<file path="src/rtl/timer_core.sv">
// Prescaled compare timer. It mirrors its control registers from an external register
// file by scanning them round-robin, and it writes COUNT, STATUS and CMD clears back.
module timer_core #(
    parameter logic [31:0] RESET_CMP = 32'hFFFF_FFFF
) (
    input  logic        clk_i,
    input  logic        rst_ni,
    output logic [31:0] rdaddr_perip,
    input  logic [31:0] data_o_perip,
    output logic [3:0]  be_perip,
    output logic        write_perip,
    output logic [31:0] wraddr_perip,
    output logic [31:0] data_i_perip,
    output logic        irq_o
);

    localparam logic [31:0] ADDR_PRE    = 32'h0000_0000;
    localparam logic [31:0] ADDR_CMP    = 32'h0000_0004;
    localparam logic [31:0] ADDR_CTRL   = 32'h0000_0008;
    localparam logic [31:0] ADDR_CMD    = 32'h0000_000C;
    localparam logic [31:0] ADDR_COUNT  = 32'h0000_0014;
    localparam logic [31:0] ADDR_STATUS = 32'h0000_0018;

    typedef enum logic [1:0] {
        PH_CTRL = 2'd0,
        PH_PRE  = 2'd1,
        PH_CMP  = 2'd2,
        PH_CMD  = 2'd3
    } phase_t;

    phase_t      r_phase;
    phase_t      w_phaseNext;

    logic [2:0]  r_ctrlSh;
    logic [31:0] r_preSh;
    logic [31:0] r_cmpSh;
    logic [31:0] r_pcnt;
    logic [31:0] r_cnt;
    logic        r_flag;
    logic        r_halt;
    logic        r_cmdPend;
    logic [1:0]  r_lastStatus;
    logic        r_write;
    logic [31:0] r_wrAddr;
    logic [31:0] r_wrData;
    logic        r_irq;

    logic        w_running;
    logic        w_tick;
    logic        w_match;
    logic        w_capCtrl;
    logic        w_capCmd;
    logic        w_clrFlag;
    logic        w_rstCnt;
    logic [1:0]  w_status;
    logic        w_statusWrite;
    logic [31:0] w_wrAddr;
    logic [31:0] w_wrData;

    always_ff @(posedge clk_i) begin
        if (!rst_ni) begin
            r_phase <= PH_CTRL;
        end else begin
            r_phase <= w_phaseNext;
        end
    end

    always_comb begin
        w_phaseNext  = PH_CTRL;
        rdaddr_perip = ADDR_CTRL;
        case (r_phase)
            PH_CTRL: begin w_phaseNext = PH_PRE;  rdaddr_perip = ADDR_CTRL; end
            PH_PRE:  begin w_phaseNext = PH_CMP;  rdaddr_perip = ADDR_PRE;  end
            PH_CMP:  begin w_phaseNext = PH_CMD;  rdaddr_perip = ADDR_CMP;  end
            PH_CMD:  begin w_phaseNext = PH_CTRL; rdaddr_perip = ADDR_CMD;  end
            default: begin w_phaseNext = PH_CTRL; rdaddr_perip = ADDR_CTRL; end
        endcase
    end

    assign w_running = r_ctrlSh[0] & ~r_halt;
    assign w_tick    = w_running && (r_pcnt == r_preSh);
    assign w_match   = w_tick && (r_cnt == r_cmpSh);
    assign w_capCtrl = (r_phase == PH_CTRL);
    assign w_capCmd  = (r_phase == PH_CMD) && (data_o_perip != 32'd0);
    assign w_clrFlag = w_capCmd & data_o_perip[0];
    assign w_rstCnt  = w_capCmd & data_o_perip[1];
    assign w_status  = {w_running, r_flag};

    // The pending CMD clear always wins arbitration, so it lasts exactly one decision.
    always_comb begin
        w_statusWrite = 1'b0;
        w_wrAddr      = ADDR_COUNT;
        w_wrData      = r_cnt;
        if (r_cmdPend) begin
            w_wrAddr = ADDR_CMD;
            w_wrData = 32'd0;
        end else if (w_status != r_lastStatus) begin
            w_statusWrite = 1'b1;
            w_wrAddr      = ADDR_STATUS;
            w_wrData      = {30'd0, w_status};
        end
    end

    always_ff @(posedge clk_i) begin
        if (!rst_ni) begin
            r_ctrlSh     <= 3'd0;
            r_preSh      <= 32'd0;
            r_cmpSh      <= RESET_CMP;
            r_pcnt       <= 32'd0;
            r_cnt        <= 32'd0;
            r_flag       <= 1'b0;
            r_halt       <= 1'b0;
            r_cmdPend    <= 1'b0;
            r_lastStatus <= 2'd0;
            r_write      <= 1'b0;
            r_wrAddr     <= 32'd0;
            r_wrData     <= 32'd0;
            r_irq        <= 1'b0;
        end else begin
            if (w_capCtrl)           r_ctrlSh <= data_o_perip[2:0];
            if (r_phase == PH_PRE)   r_preSh  <= data_o_perip;
            if (r_phase == PH_CMP)   r_cmpSh  <= data_o_perip;

            if (w_rstCnt || w_tick) r_pcnt <= 32'd0;
            else if (w_running)     r_pcnt <= r_pcnt + 32'd1;

            if (w_rstCnt || w_match) r_cnt <= 32'd0;
            else if (w_tick)         r_cnt <= r_cnt + 32'd1;

            if (w_match)        r_flag <= 1'b1;
            else if (w_clrFlag) r_flag <= 1'b0;

            // Disabling through CTRL always releases a one-shot halt.
            if (w_capCtrl && !data_o_perip[0]) r_halt <= 1'b0;
            else if (w_match && r_ctrlSh[1])   r_halt <= 1'b1;

            if (w_capCmd)       r_cmdPend <= 1'b1;
            else if (r_cmdPend) r_cmdPend <= 1'b0;

            if (w_statusWrite) r_lastStatus <= w_status;

            r_write  <= 1'b1;
            r_wrAddr <= w_wrAddr;
            r_wrData <= w_wrData;
            r_irq    <= r_flag & r_ctrlSh[2];
        end
    end

    assign be_perip     = 4'hF;
    assign write_perip  = r_write;
    assign wraddr_perip = r_wrAddr;
    assign data_i_perip = r_wrData;
    assign irq_o        = r_irq;

endmodule

</file>
<file path="config.mk">
export PLATFORM = sky130hd
export DESIGN_NAME = timer_core
export DESIGN_NICKNAME = d
export VERILOG_FILES = /design/src/rtl/timer_core.sv
export SDC_FILE = /design/constraint.sdc
export NUM_CORES = 1
export LEC_CHECK = 0
export BUFFER_PORTS_ARGS = -buffer_cell sky130_fd_sc_hd__buf_2
export CAP_MARGIN = 10
export CORE_UTILIZATION = 55
export DETAILED_ROUTE_END_ITERATION = 8
export GPL_TIMING_DRIVEN = 0
export PLACE_DENSITY = 0.78
export SLEW_MARGIN = 30
export SYNTH_ARGS = -nofsm -noshare
export SYNTH_HDL_FRONTEND = slang
export SYNTH_SLANG_ARGS = --single-unit
export TNS_END_PERCENT = 50
</file>
<file path="constraint.sdc">
create_clock -name clk_i -period 3.09 [get_ports clk_i]
set_input_delay 0.618 -clock clk_i [delete_from_list [all_inputs] [get_ports clk_i]]
set_output_delay 0.618 -clock clk_i [all_outputs]
set_load 0.005 [all_outputs]
</file>
==> metrics.txt, run 1 <==
# TYPE chip_impl_metric gauge
chip_impl_info{name="run_status",value="complete, no violations"} 1
chip_impl_metric{name="crit_path_max_fanout",unit=""} 10
chip_impl_metric{name="max_cap_viol_count",unit=""} 0
chip_impl_metric{name="top_level_ports",unit=""} 136
chip_impl_metric{name="route.final.wire_length",unit="um"} 19500
chip_impl_metric{name="timing.clock.skew",unit="ns"} 0.0130
chip_impl_info{name="ctsRootBufferMaster",value="sky130_fd_sc_hd__clkbuf_16"} 1
chip_impl_metric{name="post_drt_wl_per_cell",unit="um"} 15.6
chip_impl_metric{name="routed-via-count",unit=""} 6660
chip_impl_metric{name="cts_buffers",unit=""} 17
chip_impl_metric{name="fp.dieH",unit="um"} 123
chip_impl_metric{name="postCtsSetupBuffers",unit=""} 0
chip_impl_metric{name="finalWeightedCongestion",unit=""} 0.966
chip_impl_info{name="crit_path_start_kind",value="flop"} 1
chip_impl_info{name="worst_setup_ep_type",value="primary output"} 1
chip_impl_metric{name="layout.nets",unit=""} 1093
chip_impl_metric{name="die_width",unit="um"} 123
chip_impl_metric{name="placed_cell_area",unit="um2"} 8940
chip_impl_metric{name="leakage",unit="nW"} 3.97
chip_impl_info{name="cts_tree",value="done"} 1
chip_impl_info{name="layout.cells.most_common_list",value="sky130_fd_sc_hd__dfxtp_1, sky130_fd_sc_hd__nor2_1, sky130_fd_sc_hd__nand2_1"} 1
chip_impl_metric{name="routed_via_density",unit=""} 5.33
chip_impl_metric{name="timing.hold.worst_path_depth",unit=""} 1
chip_impl_metric{name="route.antenna.remaining_nets",unit=""} 0
chip_impl_metric{name="initial_cell_density_of_the_core",unit=""} 0.560
chip_impl_info{name="synth_flop_cell",value="sky130_fd_sc_hd__dfxtp_1"} 1
chip_impl_metric{name="largest_buffer_count_on_any_clock_path",unit=""} 2
chip_impl_metric{name="synthArstFlopShare",unit=""} 0
chip_impl_metric{name="cts.sinks",unit=""} 175
chip_impl_metric{name="design.core.area",unit="um2"} 14500
chip_impl_info{name="layout_commonest_cell",value="sky130_fd_sc_hd__dfxtp_1"} 1
chip_impl_metric{name="htree_num_levels",unit=""} 4
chip_impl_metric{name="drc",unit=""} 0
chip_impl_metric{name="power.ir.vdd_worst",unit="uV"} 400
chip_impl_metric{name="worstPathRequired",unit="ns"} 2.47
chip_impl_metric{name="drt_first_pass_iters",unit=""} 5
chip_impl_metric{name="worstPathArrival",unit="ns"} 2.27
chip_impl_metric{name="worst-r2r-cell-count",unit=""} 8
chip_impl_metric{name="postSynthRegisterBits",unit=""} 175
chip_impl_metric{name="cts.hold.buffers_added",unit=""} 0
chip_impl_metric{name="max_freq",unit="GHz"} 0.347
chip_impl_info{name="worst_r2r_endpoint",value="r_cnt[13]$_SDFFE_PP0P_"} 1
chip_impl_metric{name="final_area",unit="um2"} 9570
chip_impl_metric{name="tightest_pin_transition",unit="ns"} 0.747
chip_impl_metric{name="cts-resized-gates",unit=""} 0
chip_impl_metric{name="seq_area_frac_synth",unit=""} 0.432
chip_impl_info{name="worst_r2r_startpoint",value="r_ctrlSh[0]$_SDFFE_PN0N_"} 1
chip_impl_metric{name="worst_slack",unit="ns"} 0.204
chip_impl_metric{name="dpl_worst_slack",unit="ns"} -0.0889
chip_impl_metric{name="antennaDiodeCount",unit=""} 0
chip_impl_metric{name="clkSlewWorstSetupHoldPaths",unit="ns"} 0.07
chip_impl_metric{name="die-area",unit="um2"} 15200
chip_impl_metric{name="track_usage",unit=""} 0.266
chip_impl_info{name="hold_path_startpoint",value="rst_ni"} 1
chip_impl_info{name="hold-path-endpoint",value="write_perip$_DFF_P_"} 1
chip_impl_metric{name="synth.yosys.warnings",unit=""} 0
chip_impl_info{name="path_class",value="reg -> out"} 1
chip_impl_metric{name="io_buffer_count",unit=""} 72
chip_impl_metric{name="area_growth_from_synthesis_to_layout",unit="%"} 18.0
chip_impl_metric{name="synth.cell_area",unit="um2"} 8110
chip_impl_metric{name="overflow",unit=""} 0
chip_impl_metric{name="postSynthCellCount",unit=""} 900
chip_impl_metric{name="final_layout_size_suffix_gt1_frac",unit=""} 0.175
chip_impl_metric{name="drtIter0Drc",unit=""} 662
chip_impl_metric{name="timing_max_transition_violations_final",unit=""} 0
chip_impl_metric{name="synth_cell_types",unit=""} 50
chip_impl_metric{name="final-hold-violation-count",unit=""} 0
chip_impl_info{name="worstHoldPathType",value="in -> reg"} 1
chip_impl_metric{name="slew_headroom",unit=""} 0.502
chip_impl_metric{name="power-per-cell-area",unit="nW/um2"} 611
chip_impl_metric{name="clock_latency",unit="ns"} 0.44
chip_impl_metric{name="core.rowCount",unit=""} 44
chip_impl_metric{name="finalCritPeriodShare",unit=""} 0.934
chip_impl_metric{name="setup_violations",unit=""} 0
chip_impl_metric{name="dp.final_hpwl",unit="um"} 14300
chip_impl_metric{name="grt_start_max_net_pins",unit=""} 17
chip_impl_metric{name="number_of_antenna_violations_at_the_first_check_in_global_routing",unit=""} 0
chip_impl_info{name="rsz0062_at_grt",value="no"} 1
chip_impl_metric{name="synthesis.area_per_instance",unit="um2"} 9.01
chip_impl_metric{name="period_needed",unit="ns"} 2.89
chip_impl_metric{name="vias_in_the_first_global_route",unit=""} 5918
chip_impl_metric{name="synth_edf_count",unit=""} 0
chip_impl_metric{name="reg2reg_setup_slack",unit="ns"} 0.23
chip_impl_metric{name="fin_total_pwr",unit="mW"} 5.85
chip_impl_metric{name="grt_pass1_wl",unit="um"} 30700
## worst max-delay path, cell delays in order, from the launching register on
cell	delay [ns]
sky130_fd_sc_hd__dfxtp_1	0.33
sky130_fd_sc_hd__inv_1	0.11
sky130_fd_sc_hd__ha_1	0.15
sky130_fd_sc_hd__clkbuf_1	0.36
sky130_fd_sc_hd__clkbuf_1	0.57
sky130_fd_sc_hd__or2_2	0.22
sky130_fd_sc_hd__buf_2	0.10
## logic make-up after synthesis
logic type	synth area share
buffers and inverters	0.0924
DFF	0.432
adders and majority gates	0.0108
other	0.000926
muxes	0.0889
and+or+nand+nor	0.214
xor gates and xnor gates	0.105
AOI/OAI and AO/OA	0.0569
## synthesized netlist by cell type, types with 3 or more instances
| cell type | n | area, um2 |
|---|---|---|
| sky130_fd_sc_hd__o2bb2ai_1 | 4 | 35.0 |
| sky130_fd_sc_hd__and4_1 | 6 | 52.6 |
| sky130_fd_sc_hd__dfxtp_1 | 175 | 3500 |
| sky130_fd_sc_hd__clkbuf_1 | 29 | 109 |
| sky130_fd_sc_hd__nand3_1 | 26 | 130 |
| sky130_fd_sc_hd__inv_1 | 21 | 78.8 |
| sky130_fd_sc_hd__and3_1 | 7 | 43.8 |
| sky130_fd_sc_hd__or4_1 | 10 | 75.1 |
| sky130_fd_sc_hd__nor3_1 | 20 | 100 |
| sky130_fd_sc_hd__buf_1 | 6 | 22.5 |
| sky130_fd_sc_hd__xnor2_1 | 47 | 412 |
| sky130_fd_sc_hd__o21ai_0 | 5 | 25.0 |
| sky130_fd_sc_hd__xor2_1 | 48 | 420 |
| sky130_fd_sc_hd__buf_2 | 7 | 35.0 |
| sky130_fd_sc_hd__or3_1 | 11 | 68.8 |
| sky130_fd_sc_hd__nor2_1 | 86 | 323 |
| sky130_fd_sc_hd__o32ai_1 | 3 | 26.3 |
| sky130_fd_sc_hd__ha_1 | 7 | 87.6 |
| sky130_fd_sc_hd__o31ai_1 | 10 | 75.1 |
| sky130_fd_sc_hd__and2_1 | 30 | 188 |
| sky130_fd_sc_hd__mux2i_1 | 72 | 721 |
| sky130_fd_sc_hd__a21oi_1 | 32 | 160 |
| sky130_fd_sc_hd__nor4_1 | 25 | 156 |
| sky130_fd_sc_hd__nand4_1 | 28 | 175 |
| sky130_fd_sc_hd__o22ai_1 | 8 | 50.1 |
| sky130_fd_sc_hd__nand2_1 | 83 | 312 |
| sky130_fd_sc_hd__buf_4 | 63 | 473 |
## registers in the layout, indices dropped and copies added, names as in the netlist, 2 cells and up
| name | flops |
|---|---|
| r_preSh | 32 |
| r_phase | 2 |
| r_cnt | 32 |
| r_lastStatus | 2 |
| r_ctrlSh | 3 |
| wraddr_perip | 3 |
| r_cmpSh | 32 |
| r_pcnt | 32 |
| data_i_perip | 32 |
## routing by layer
metal / global-route usage / vias to the layer above / part of all wire
met4: 0.144 / 0 / 0.045
met3: 0.0512 / 64 / 0.055
met1: 0.334 / 3055 / 0.43
met2: 0.429 / 276 / 0.47
li1: - / 3265 / -
met5: 0 / - / 0
## power breakdown
| part | switching [mW] | internal [mW] |
|---|---|---|
| combinational | 0.577 | 0.469 |
| clock | 0.888 | 1.38 |
| sequential | 0.119 | 2.42 |
## stage by stage
| stage | util | TNS, ns | instances | hold slack, ns |
|---|---|---|---|---|
| 4_1_cts | 0.661 | 0 | 1249 | 0.315 |
| 2_1_floorplan | - | 0 | 961 | 0.452 |
| 3_5_place_dp | 0.617 | -0.758 | 1217 | 0.481 |
| 6_report | 0.661 | 0 | 1249 | 0.321 |
| 5_1_grt | 0.661 | 0 | 1249 | 0.316 |
| 3_3_place_gp | 0.617 | -0.961 | 1217 | 0.468 |
## worst max path at each step
stage,slack [ns],cells after the start,endpoint,startpoint
after floorplan,0.82,8,r_cnt[12]$_SDFFE_PP0P_,data_o_perip[9]
after global routing,0.002,6,rdaddr_perip[2],r_phase[0]$_SDFF_PN0_
after CTS,0.18,6,rdaddr_perip[2],r_phase[0]$_SDFF_PN0_
final,0.20,6,rdaddr_perip[2],r_phase[0]$_SDFF_PN0_
after global placement,-0.11,9,r_cnt[11]$_SDFFE_PP0P_,data_o_perip[23]
after detailed placement,-0.09,9,r_cnt[12]$_SDFFE_PP0P_,data_o_perip[16]
## cell type report
type	count	area, um2
Sequential cell	175	3500
Timing Repair Buffer	72	360
Buffer	108	667
Inverter	22	82.6
Clock buffer	24	502
Clock inverter	8	128
Fill cell	1218	4910
Tap cell	184	230
Multi-Input combinational cell	656	4100
Power figures use the tool's default switching activity.
==> inputs of run 2 (changes only) <==
==> constraint.sdc (replaced) <==
create_clock -name clk_i -period 3.09 [get_ports clk_i]
set_input_delay 0 -clock clk_i [delete_from_list [all_inputs] [get_ports clk_i]]
set_output_delay 0 -clock clk_i [all_outputs]
set_load 0.005 [all_outputs]
==> metrics.txt, run 2 (synthesized netlist as in run 1, its figures left out) <==
# TYPE chip_impl_metric gauge
chip_impl_metric{name="initial_cell_density_of_the_core",unit=""} 0.560
chip_impl_metric{name="cts_buffers",unit=""} 17
chip_impl_metric{name="drc",unit=""} 0
chip_impl_metric{name="grt_util_met3",unit=""} 0.0517
chip_impl_metric{name="htree_num_levels",unit=""} 4
chip_impl_metric{name="routed-via-count",unit=""} 6913
chip_impl_metric{name="timing.clock.skew",unit="ns"} 0.00977
chip_impl_metric{name="design.core.area",unit="um2"} 14500
chip_impl_metric{name="final-hold-violation-count",unit=""} 0
chip_impl_info{name="cts_tree",value="done"} 1
chip_impl_metric{name="drt_first_pass_iters",unit=""} 6
chip_impl_metric{name="fin_total_pwr",unit="mW"} 5.89
chip_impl_metric{name="die-area",unit="um2"} 15200
chip_impl_info{name="layout_commonest_cell",value="sky130_fd_sc_hd__dfxtp_1"} 1
chip_impl_info{name="run_status",value="complete, no violations"} 1
chip_impl_metric{name="worstPathRequired",unit="ns"} 3.43
chip_impl_metric{name="leakage",unit="nW"} 4.11
chip_impl_info{name="worstHoldPathType",value="in -> reg"} 1
chip_impl_metric{name="track_usage",unit=""} 0.276
chip_impl_metric{name="cts-resized-gates",unit=""} 0
chip_impl_metric{name="largest_buffer_count_on_any_clock_path",unit=""} 2
chip_impl_metric{name="grtUsageMet2",unit=""} 0.443
chip_impl_metric{name="antennaDiodeCount",unit=""} 0
chip_impl_metric{name="slew_headroom",unit=""} 0.501
chip_impl_info{name="crit_path_start_kind",value="flop"} 1
chip_impl_metric{name="top_level_ports",unit=""} 136
chip_impl_metric{name="finalWeightedCongestion",unit=""} 0.966
chip_impl_metric{name="worstPathArrival",unit="ns"} 3.23
chip_impl_metric{name="grt_pass1_wl",unit="um"} 32000
chip_impl_metric{name="clock_latency",unit="ns"} 0.43
chip_impl_info{name="path_class",value="reg -> reg"} 1
chip_impl_metric{name="routed_via_density",unit=""} 5.39
chip_impl_info{name="rsz0062_at_grt",value="no"} 1
chip_impl_metric{name="setup_violations",unit=""} 0
chip_impl_metric{name="cts.sinks",unit=""} 175
chip_impl_info{name="layout.cells.most_common_list",value="sky130_fd_sc_hd__dfxtp_1, sky130_fd_sc_hd__nor2_1, sky130_fd_sc_hd__nand2_1"} 1
chip_impl_metric{name="area_growth_from_synthesis_to_layout",unit="%"} 22.1
chip_impl_metric{name="timing_max_transition_violations_final",unit=""} 0
chip_impl_metric{name="drtIter0Drc",unit=""} 687
chip_impl_metric{name="setup_total_negative_slack",unit="ns"} 0
chip_impl_metric{name="max_freq",unit="GHz"} 0.346
chip_impl_metric{name="io_buffer_count",unit=""} 72
chip_impl_metric{name="grt_start_max_net_pins",unit=""} 17
chip_impl_metric{name="final_layout_size_suffix_gt1_frac",unit=""} 0.169
chip_impl_metric{name="power-per-cell-area",unit="nW/um2"} 595
chip_impl_metric{name="die_width",unit="um"} 123
chip_impl_info{name="grt-busiest-layer",value="met2"} 1
chip_impl_metric{name="grt.met1_usage",unit=""} 0.347
chip_impl_metric{name="max_cap_viol_count",unit=""} 0
chip_impl_metric{name="dp.final_hpwl",unit="um"} 14300
chip_impl_metric{name="vias_in_the_first_global_route",unit=""} 6180
chip_impl_metric{name="route.antenna.remaining_nets",unit=""} 0
chip_impl_metric{name="period_needed",unit="ns"} 2.89
chip_impl_info{name="worst_setup_ep_type",value="flop"} 1
chip_impl_metric{name="route.final.wire_length",unit="um"} 20500
chip_impl_metric{name="clkSlewWorstSetupHoldPaths",unit="ns"} 0.06
chip_impl_metric{name="tightest_pin_transition",unit="ns"} 0.749
chip_impl_metric{name="core.rowCount",unit=""} 44
chip_impl_metric{name="fin_worst_hold_slack",unit="ns"} 0.263
chip_impl_metric{name="power.ir.vdd_worst",unit="uV"} 401
chip_impl_info{name="ctsRootBufferMaster",value="sky130_fd_sc_hd__clkbuf_16"} 1
chip_impl_metric{name="overflow",unit=""} 0
chip_impl_metric{name="fp.dieH",unit="um"} 123
chip_impl_metric{name="finalCritPeriodShare",unit=""} 0.936
chip_impl_metric{name="crit_path_max_fanout",unit=""} 10
chip_impl_metric{name="layout.nets",unit=""} 1126
chip_impl_metric{name="post_drt_wl_per_cell",unit="um"} 16.0
chip_impl_metric{name="number_of_antenna_violations_at_the_first_check_in_global_routing",unit=""} 0
==> run 2: repair_timing <==
item | CTS | global route
buffers inserted | 0 | 0
setup endpoints to repair | 0 | 0
hold buffers | 33 | 0
endpoints found under the hold margin | 69 | 0
==> run 2: path summary, 6_finish.rpt <==
kind                             from                  endpoint  slack [ns]  cells past startpoint
min                            rst_ni       write_perip$_DFF_P_        0.26                      2
max reg2reg  r_ctrlSh[0]$_SDFFE_PN0N_    r_cnt[13]$_SDFFE_PP0P_        0.20                      8
max          r_ctrlSh[0]$_SDFFE_PN0N_    r_cnt[13]$_SDFFE_PP0P_        0.20                      8
min reg2reg  r_ctrlSh[0]$_SDFFE_PN0N_  r_ctrlSh[0]$_SDFFE_PN0N_        0.50                      2
==> run 2: final cells by class <==
type,count,area [um2]
flip-flops and latches,175,3500
fillers,1159,4580
inverters,22,82.6
repair buffers,105,691
clock inverters,8,128
multi-input cells,656,4100
plain buffers,108,667
clock buffers,24,502
well taps,184,230
==> run 2: through the flow <==
stage          setup slack [ns]  instances  cell area, um2   util
2_1_floorplan             0.857        961            8340      -
3_3_place_gp              0.170       1217            8930  0.617
3_5_place_dp              0.322       1217            8940  0.617
4_1_cts                   0.307       1282            9900  0.683
5_1_grt                  0.0762       1282            9900  0.684
6_report                  0.199       1282            9900  0.684
==> run 2: power breakdown <==
group | switching [mW] | total [mW] | internal (mW) | leakage [nW]
Clock | 0.877 | 2.26 | 1.38 | 0.291
Combinational | 0.596 | 1.09 | 0.497 | 2.40
Sequential | 0.123 | 2.54 | 2.42 | 1.42
Total | 1.60 | 5.89 | 4.29 | 4.11
==> run 2: worst max-delay path, stage by stage, from the launching register on <==
cell	delay, ns
sky130_fd_sc_hd__dfxtp_1	0.32
sky130_fd_sc_hd__nor2b_1	0.22
sky130_fd_sc_hd__buf_2	0.31
sky130_fd_sc_hd__o2111ai_1	0.15
sky130_fd_sc_hd__or4b_2	0.65
sky130_fd_sc_hd__nor3_1	0.54
sky130_fd_sc_hd__nand2_1	0.21
sky130_fd_sc_hd__buf_2	0.25
sky130_fd_sc_hd__o32ai_1	0.12
==> run 2: routing by layer <==
| layer | part of all wire | up-vias |
|---|---|---|
| met2 | 0.47 | 326 |
| met5 | 0 | - |
| met4 | 0.051 | 0 |
| li1 | - | 3333 |
| met3 | 0.063 | 87 |
| met1 | 0.41 | 3167 |
